## config.mk

```make
export PLATFORM = sky130hd
export DESIGN_NAME = z80_alu_imm_exec
export DESIGN_NICKNAME = d
export VERILOG_FILES = /design/src/rtl/z80_alu_imm_exec.sv
export SDC_FILE = /design/constraint.sdc
export NUM_CORES = 1
export LEC_CHECK = 0
export CORE_ASPECT_RATIO = 1.5
export CORE_MARGIN = 2
export CORE_UTILIZATION = 30
export DETAILED_ROUTE_END_ITERATION = 12
export GPL_ROUTABILITY_DRIVEN = 0
export HOLD_SLACK_MARGIN = 0.02
export RECOVER_POWER = 50
export SLEW_MARGIN = 20
export SYNTH_ARGS = -nofsm -noshare
export SYNTH_HDL_FRONTEND = slang
export SYNTH_SLANG_ARGS = --single-unit
```

## constraint.sdc

```tcl
create_clock -name clk -period 4.6 [get_ports clk]
set_input_delay 0.92 -clock clk [delete_from_list [all_inputs] [get_ports clk]]
set_output_delay 0.92 -clock clk [all_outputs]
set_load 0.02 [all_outputs]
```

## src/rtl/z80_alu_imm_exec.sv

```systemverilog
// z80_alu_imm_exec: fetch/execute/retire sequencer for the 8-bit ALU-immediate group (op A,n).
// Emits one z80fi retirement record per completed instruction.
module z80_alu_imm_exec #(
    parameter int MEM_TIMEOUT = 15
) (
    input  logic        clk,
    input  logic        reset_n,
    input  logic        load,
    input  logic [7:0]  load_a,
    input  logic [7:0]  load_f,
    input  logic [15:0] load_ip,
    input  logic        start,
    output logic        busy,
    output logic [7:0]  reg_a,
    output logic [7:0]  reg_f,
    output logic [15:0] reg_ip,
    output logic        mem_req,
    output logic [15:0] mem_addr,
    input  logic        mem_ack,
    input  logic [7:0]  mem_rdata,
    output logic        illegal,
    output logic        timeout,
    output logic        z80fi_valid,
    output logic [31:0] z80fi_insn,
    output logic [2:0]  z80fi_insn_len,
    output logic [7:0]  z80fi_reg_a_in,
    output logic [7:0]  z80fi_reg_a_out,
    output logic [7:0]  z80fi_reg_f_in,
    output logic [7:0]  z80fi_reg_f_out,
    output logic [15:0] z80fi_reg_ip_in,
    output logic [15:0] z80fi_reg_ip_out
);
    localparam logic [2:0] S_IDLE = 3'd0, S_FOP = 3'd1, S_FN = 3'd2, S_EXEC = 3'd3, S_RET = 3'd4;

    logic [2:0]  state_q, state_d;
    logic [7:0]  a_q, a_d, f_q, f_d, op_q, op_d, n_q, n_d;
    logic [15:0] ip_q, ip_d, cnt_q, cnt_d;
    logic        ill_q, ill_d, to_q, to_d;
    logic [31:0] insn_q, insn_d;
    logic [2:0]  len_q, len_d;
    logic [7:0]  ai_q, ai_d, ao_q, ao_d, fi_q, fi_d, fo_q, fo_d;
    logic [15:0] ipi_q, ipi_d, ipo_q, ipo_d;

    logic [2:0] alu_op;
    logic       is_sub, is_log, cin, ov, h, to_hit;
    logic [8:0] sum9, dif9;
    logic [4:0] hs5, hd5;
    logic [7:0] log_r, res, a_new, f_new;

    always_comb begin
        alu_op = op_q[5:3];
        is_sub = (alu_op == 3'd2) || (alu_op == 3'd3) || (alu_op == 3'd7);
        is_log = (alu_op == 3'd4) || (alu_op == 3'd5) || (alu_op == 3'd6);
        cin    = ((alu_op == 3'd1) || (alu_op == 3'd3)) && f_q[0];
        sum9   = {1'b0, a_q} + {1'b0, n_q} + {8'd0, cin};
        dif9   = {1'b0, a_q} - {1'b0, n_q} - {8'd0, cin};
        hs5    = {1'b0, a_q[3:0]} + {1'b0, n_q[3:0]} + {4'd0, cin};
        hd5    = {1'b0, a_q[3:0]} - {1'b0, n_q[3:0]} - {4'd0, cin};
        log_r  = (alu_op == 3'd4) ? (a_q & n_q) : (alu_op == 3'd5) ? (a_q ^ n_q) : (a_q | n_q);
        res    = is_log ? log_r : is_sub ? dif9[7:0] : sum9[7:0];
        ov     = is_sub ? ((a_q[7] != n_q[7]) && (res[7] != a_q[7])) : ((a_q[7] == n_q[7]) && (res[7] != a_q[7]));
        h      = (alu_op == 3'd4) ? 1'b1 : is_log ? 1'b0 : is_sub ? hd5[4] : hs5[4];
        // Bits 5 and 3 pass through from the incoming F rather than from the result.
        f_new  = {res[7], res == 8'd0, f_q[5], h, f_q[3], is_log ? ~^res : ov, is_sub,
                  is_log ? 1'b0 : is_sub ? dif9[8] : sum9[8]};
        a_new  = (alu_op == 3'd7) ? a_q : res;
        to_hit = (MEM_TIMEOUT != 0) && (cnt_q == 16'(MEM_TIMEOUT - 1));
    end

    always_comb begin
        state_d = state_q;
        a_d = a_q; f_d = f_q; ip_d = ip_q; op_d = op_q; n_d = n_q;
        cnt_d = cnt_q + 16'd1;
        ill_d = 1'b0; to_d = 1'b0;
        insn_d = insn_q; len_d = len_q;
        ai_d = ai_q; ao_d = ao_q; fi_d = fi_q; fo_d = fo_q; ipi_d = ipi_q; ipo_d = ipo_q;
        case (state_q)
            S_IDLE: begin
                cnt_d = 16'd0;
                if (load) begin
                    a_d = load_a; f_d = load_f; ip_d = load_ip;
                end else if (start) state_d = S_FOP;
            end
            S_FOP: begin
                if (mem_ack) begin
                    op_d = mem_rdata;
                    cnt_d = 16'd0;
                    ill_d = !(mem_rdata[7:6] == 2'b11 && mem_rdata[2:0] == 3'b110);
                    state_d = ill_d ? S_IDLE : S_FN;
                end else if (to_hit) begin
                    to_d = 1'b1; state_d = S_IDLE;
                end
            end
            S_FN: begin
                if (mem_ack) begin
                    n_d = mem_rdata; state_d = S_EXEC;
                end else if (to_hit) begin
                    to_d = 1'b1; state_d = S_IDLE;
                end
            end
            S_EXEC: begin
                a_d = a_new; f_d = f_new; ip_d = ip_q + 16'd2;
                insn_d = {16'h0, n_q, op_q}; len_d = 3'd2;
                ai_d = a_q; ao_d = a_new; fi_d = f_q; fo_d = f_new; ipi_d = ip_q; ipo_d = ip_q + 16'd2;
                state_d = S_RET;
            end
            default: state_d = S_IDLE;
        endcase
    end

    always_ff @(posedge clk or negedge reset_n) begin
        if (!reset_n) begin
            state_q <= S_IDLE;
            a_q <= '0; f_q <= '0; ip_q <= '0; op_q <= '0; n_q <= '0; cnt_q <= '0;
            ill_q <= 1'b0; to_q <= 1'b0; insn_q <= '0; len_q <= '0;
            ai_q <= '0; ao_q <= '0; fi_q <= '0; fo_q <= '0; ipi_q <= '0; ipo_q <= '0;
        end else begin
            state_q <= state_d;
            a_q <= a_d; f_q <= f_d; ip_q <= ip_d; op_q <= op_d; n_q <= n_d; cnt_q <= cnt_d;
            ill_q <= ill_d; to_q <= to_d; insn_q <= insn_d; len_q <= len_d;
            ai_q <= ai_d; ao_q <= ao_d; fi_q <= fi_d; fo_q <= fo_d; ipi_q <= ipi_d; ipo_q <= ipo_d;
        end
    end

    assign busy             = state_q != S_IDLE;
    assign reg_a            = a_q;
    assign reg_f            = f_q;
    assign reg_ip           = ip_q;
    assign mem_req          = (state_q == S_FOP) || (state_q == S_FN);
    assign mem_addr         = (state_q == S_FN) ? ip_q + 16'd1 : (state_q == S_FOP) ? ip_q : 16'd0;
    assign illegal          = ill_q;
    assign timeout          = to_q;
    assign z80fi_valid      = state_q == S_RET;
    assign z80fi_insn       = insn_q;
    assign z80fi_insn_len   = len_q;
    assign z80fi_reg_a_in   = ai_q;
    assign z80fi_reg_a_out  = ao_q;
    assign z80fi_reg_f_in   = fi_q;
    assign z80fi_reg_f_out  = fo_q;
    assign z80fi_reg_ip_in  = ipi_q;
    assign z80fi_reg_ip_out = ipo_q;
endmodule

```

; ---- Word-level counts from Yosys, hierarchy flattened
; Index checks and enable logic that the tools add are counted.
; W data, S select, Z words.
[totals]
mem_count = 0
ff_bits = 150
romBits = 0
wordCells = 109
ram_bits = 0
latchBits = 0
output_inout_bits = 152
inputBits = 45
[classes]
reduce_logical = 22
n_addsub = 11
muxes = 34
div = 0
n_mul = 0
shift = 0
order_cmp = 0
bitwise = 4
eq_ne = 20
[ops]
columns = op, count
row1 = $mux W16, 4
row2 = $pmux W16 S2, 2
row3 = $mux W8, 7
row4 = $add A16 B1 Y16 const B, 2
row5 = $pmux W8 S2, 2
row6 = $eq A3 B3 Y1 const B, 6
row7 = $add A16 B2 Y16 const B, 1
row8 = $eq A16 B4 Y1 const B, 1
row9 = $mux W3, 5
row10 = $eq A3 B2 Y1 const B, 4
row11 = $mux W1, 12
row12 = $pmux W3 S4, 1
row13 = $add A8 B8 Y9, 1
row14 = $add A9 B1 Y9, 1
row15 = $sub A8 B8 Y9, 1
row16 = $sub A9 B1 Y9, 1
row17 = $and A8 B8 Y8, 1
row18 = $logic_not A8 Y1, 1
row19 = $or A8 B8 Y8, 1
row20 = $reduce_and A2 Y1, 4
row21 = $reduce_xnor A8 Y1, 1
row22 = $xor A8 B8 Y8, 1
row23 = $eq A3 B1 Y1 const B, 2
row24 = $logic_or A1 B1 Y1, 6
row25 = 17 further kinds, 23

; ---- Longest topological paths before layout
[logic_depth]
depth_word = 11
depth_mapped = 21
depth_no_buf = 19

; ---- Worst setup path before layout
; Ideal clock, no wire load.
[synth_path]
path_type = flip-flop to flip-flop
from = register op_q[5]
to = register f_q[2] (netlist: reg_f[2])
arrival_ns = 4.156
path_slack_ns = 0.318
required_ns = 4.474
setup_time_ns = 0.126
period_less_slack_ns = 4.282
path_stages_with_launch = 22
path_buffers = 2
cell_sequence = dfrtp_1 buf_2 clkbuf_1 nand3b_1 inv_1 fa_1 inv_1 ha_1 or2_1 fa_1 o21a_1 o22ai_1 xnor2_1 a22oi_1 o21ai_1 ha_1 xor2_1 xnor2_1 a21oi_1 nand2_1 a21oi_1 nor3_1
[synth_via]
elab_chain_len = 11
word_cells_on_any_way = 26
classes_between = add/sub (2) / eq/ne (8) / mux (7) / reduce/logical (9)
[synth_lines]
columns = item, line_no
row1 = "start, declared", 36  ; logic [7:0] a_q, a_d, f_q, f_d, op_q, op_d, n_q, n_d;
row2 = "start signal, assigned", 114  ; a_q <= '0; f_q <= '0; ip_q <= '0; op_q <= '0; n_q <= '0; cnt_q <= '0;
row3 = "start signal, assigned", 119  ; a_q <= a_d; f_q <= f_d; ip_q <= ip_d; op_q <= op_d; n_q <= n_d; cnt_q <= cnt_d;
row4 = $eq A3 B1 Y1 or $eq A3 B2 Y1 (tied branches), "54, 52"
row5 = $logic_or A1 B1 Y1, 54  ; cin = ((alu_op == 3'd1) || (alu_op == 3'd3)) && f_q[0];
row6 = $logic_and A1 B1 Y1, 54
row7 = $add A9 B1 Y9 or $sub A9 B1 Y9 (tied branches), "55, 56"
row8 = $mux W8 (2 in series), 60  ; res = is_log ? log_r : is_sub ? dif9[7:0] : sum9[7:0];
row9 = $ne A1 B1 Y1, 61  ; ov = is_sub ? ((a_q[7] != n_q[7]) && (res[7] != a_q[7])) : ((a_q[7] == n_q[7]) && (res[7] != a_q[7]));
row10 = $logic_and A1 B1 Y1, 61
row11 = $mux W1, 61
row12 = $mux W1 *, 64  ; f_new = {res[7], res == 8'd0, f_q[5], h, f_q[3], is_log ? ~^res : ov, is_sub,
row13 = $pmux W8 S2 *, 77  ; case (state_q)
row14 = "end signal, assigned", 114
row15 = "end signal, assigned", 119
row16 = "end, declared", 36
; Every way passes the cells marked *; elsewhere a longest branch is shown, timed or not. The select of a mux whose other input is x is not followed.
; A chain may end at the register's enable or synchronous reset.

; ---- Worst setup path in the final report
[layout_path]
from = register f_q[0] (netlist: reg_f[0])
to = register f_q[2] (netlist: reg_f[2])
[layout_via]
elab_chain_len = 9
word_cells_on_any_way = 12
classes_between = add/sub (2) / eq/ne (1) / mux (5) / reduce/logical (4)
[layout_lines]
columns = item, line_no
row1 = $logic_and A1 B1 Y1 *, 54
row2 = $add A9 B1 Y9 or $sub A9 B1 Y9 (tied branches), "55, 56"
row3 = $mux W8 * (2 in series), 60
row4 = $ne A1 B1 Y1, 61
row5 = $logic_and A1 B1 Y1, 61
row6 = $mux W1, 61
row7 = $mux W1 *, 64
row8 = $pmux W8 S2 *, 77
; Marks and branches as above.

==> metrics.yaml <==
routed_wl_mm: 25.3
synth_fa_ha_area_share_pct: 6.81
drive_above_1_share_pct: 6.05
synth_top_family_by_area: "simple AND/OR/NAND/NOR gates"
synthToLayoutAreaGrowth_pct: 31.1
violations: "capacitance limit, slew limit"
dr.pass1.iters: 5
syn_inst: 918
hold_start: "z80fi_insn_len[1]"
via_count: 7037
drt-initial-drc-count: 372
fmax_mhz: 233
cts_tree: "done"
synth.distinct_cells: 60
cp_data_arrival_time_ns: 4.60
via_per_inst: 4.98
crit_type: "reg2reg"
cts-root-buf: "clkbuf_16"
p_leak_nw: 4.74
initial_core_util_pct: 30.7
ys_seq_area_share_pct: 45.1
dp_hpwl_mm: 18.4
grt_pass1_vias: 6975
critPathRequiredTime_ns: 4.91
slew_headroom_pct: -62.9
holdCritPathClass: "reg2reg"
cts.htree.levels: 4
power_density_nw_per_um2: 664
cts_resized: 0
max-vdd-ir-drop_uv: 333
slew_viol_final: 199
ys_warn_count: 0
synth_seq_cells: 147
cts_buffer_depth: 2
finalSetupViolations: 0
cts_hold_buf: 0
syn_avg_cell_area_sq_um: 8.88
ys.flop_type: "dfrtp_1"
mostFrequentLayoutCell: "nand2_1"
hold_viol: 0
antenna_left: 0
worstSetupStartpointType: "flop"
finalPower_mw: 7.10
fin_skew_ns: 0.0174
die_w_um: 139
numCtsBuffers: 17
endpoint_kind: "flop"
layout_common_cells: "186 x nand2_1, 164 x clkdlybuf4s50_1, 147 x dfrtp_1"
setup_tns_ns: 0
die_h_um: 206
antenna_found_initial: 2
synth-simple-area-share_pct: 18.5
grt_max_degree: 96
n_fill_cell: 2657
place_inst: 1380
portBuffers: 178
rows: 73
drc_errors: 0
synth_edf_count: 0
crit_path_start: "reg_f[0]"
worstMarginPinSlew_ns: 2.44
die-area_sq_um: 28500
post_drt_wl_per_cell_um: 17.9
r2r-start: "reg_f[0]"
cts.sink_count: 147
rsz0062_at_grt: "false"
core_sq_um: 26600
period_share_pct: 93.2
synth.area.mux_share_pct: 2.56
grt_pass1_wl_mm: 39.6
maxCapViolCount: 3
fin_nets: 1149
final_cell_count_no_fill: 1414
insertion_delay_ns: 0.44
timing.final.crit_period_ns: 4.29
pin_count: 197
cts_setup_buffers: 0
yosys.area_share.xor_xnor_pct: 4.30
track_usage_pct: 17.7
syn_area_sq_um: 8150
synthArstFlopShare_pct: 100
crit_fanout: 4
synth_compound_area_share_pct: 16.0
place_ws_ns: 0.368
outcome: "finished, violations left"
fin_ws_ns: 0.313
gr-total-overflow: 0
clk_pin_slew_worst_paths_ns: 0.07
sequential cells by signal (all words and copies together), names as in the netlist, 15 cells and up:
name,count
reg_ip,16
z80fi_insn,16
z80fi_reg_ip_out,15
cnt_q,16
z80fi_reg_ip_in,16
per-layer routing:
metal | share of wire [%] | track usage, % | vias to the layer above
met2 | 51 | 31.2 | 206
met1 | 43 | 22.0 | 3405
met4 | 1.8 | 5.66 | 0
li1 | - | - | 3393
met3 | 4.3 | 3.27 | 33
met5 | 0 | 0 | -
cells in the mapped netlist (all sizes together), types with 6 or more instances:
cell type | n | share of area [%]
nand2 | 186 | 8.6
dfrtp | 147 | 45
o21ai | 94 | 5.8
nor2 | 64 | 3.0
buf | 50 | 3.7
a21oi | 44 | 2.7
ha | 38 | 5.8
inv | 36 | 1.7
clkbuf | 29 | 1.3
nand3 | 25 | 1.5
xor2 | 22 | 2.4
xnor2 | 18 | 1.9
mux2 | 15 | 2.1
o22ai | 15 | 1.2
and3 | 10 | 0.77
and2 | 9 | 0.69
a22oi | 8 | 0.74
a31oi | 7 | 0.54
nand4 | 6 | 0.46
nor3 | 6 | 0.43
o211ai | 6 | 0.55
o21a | 6 | 0.55
where the power goes:
part	total [mW]	switching, mW	internal (mW)
registers	2.10	0.399	1.70
clock network	1.47	0.638	0.828
logic	3.54	1.98	1.56
total	7.10	3.02	4.08
path summary, 6_finish.rpt:
path / slack [ns] / cells past startpoint / to
min in group asynchronous: 1.21 / 1 / z80fi_insn[13]
hold / removal: 0.46 / 1 / z80fi_insn_len[1]
hold reg to reg: 0.46 / 1 / z80fi_insn_len[1]
setup / recovery: 0.31 / 19 / reg_f[2]
max in group asynchronous: 0.97 / 2 / z80fi_reg_ip_in[9]
setup reg to reg: 0.31 / 19 / reg_f[2]
per-stage QoR:
stage / instance area, sq um / utilization, % / hold slack [ns]
global route: 10700 / 40.2 / 0.490
floorplan: 8220 / - / 0.433
CTS: 10700 / 40.3 / 0.468
detailed placement: 10100 / 38.0 / 0.451
finish: 10700 / 40.2 / 0.459
global placement: 10100 / 38.0 / 0.451
cell type report:
cell class                 instances  area (sq um)  area share (%)
multi-input combinational        673          4000            37.4
sequential                       147          3680            34.4
timing repair buffer             187          1830            17.1
clock buffer                      17           425            3.98
tap                              337           422            3.95
clock inverter                    15           190            1.78
inverter                          36           135            1.26
antenna                            2          5.00          0.0468
critical path, stage by stage (launching register included):
cell and delay [ns]:
dfrtp_1 0.41, nand3b_1 0.16, inv_1 0.07, fa_1 0.54, inv_1 0.06, ha_1 0.18
or2_1 0.26, fa_1 0.39, o21a_1 0.22, o22ai_1 0.27, xnor2_1 0.10, a22oi_1 0.18
o21ai_1 0.14, ha_1 0.33, xor2_1 0.15, xnor2_1 0.13, a21oi_1 0.25, nand2_1 0.08
a21oi_1 0.17, nor3_1 0.08
cell families after synthesis:
| kind of cell | count (synthesis) |
|---|---|
| AOI/OAI and AO/OA | 216 |
| xor gates and xnor gates | 40 |
| adders and majority gates | 42 |
| buffers and inverters | 115 |
| DFF | 147 |
| muxes | 19 |
| other | 1 |
| and+or+nand+nor | 338 |
Note: power is estimated with default switching activity, not from simulation.
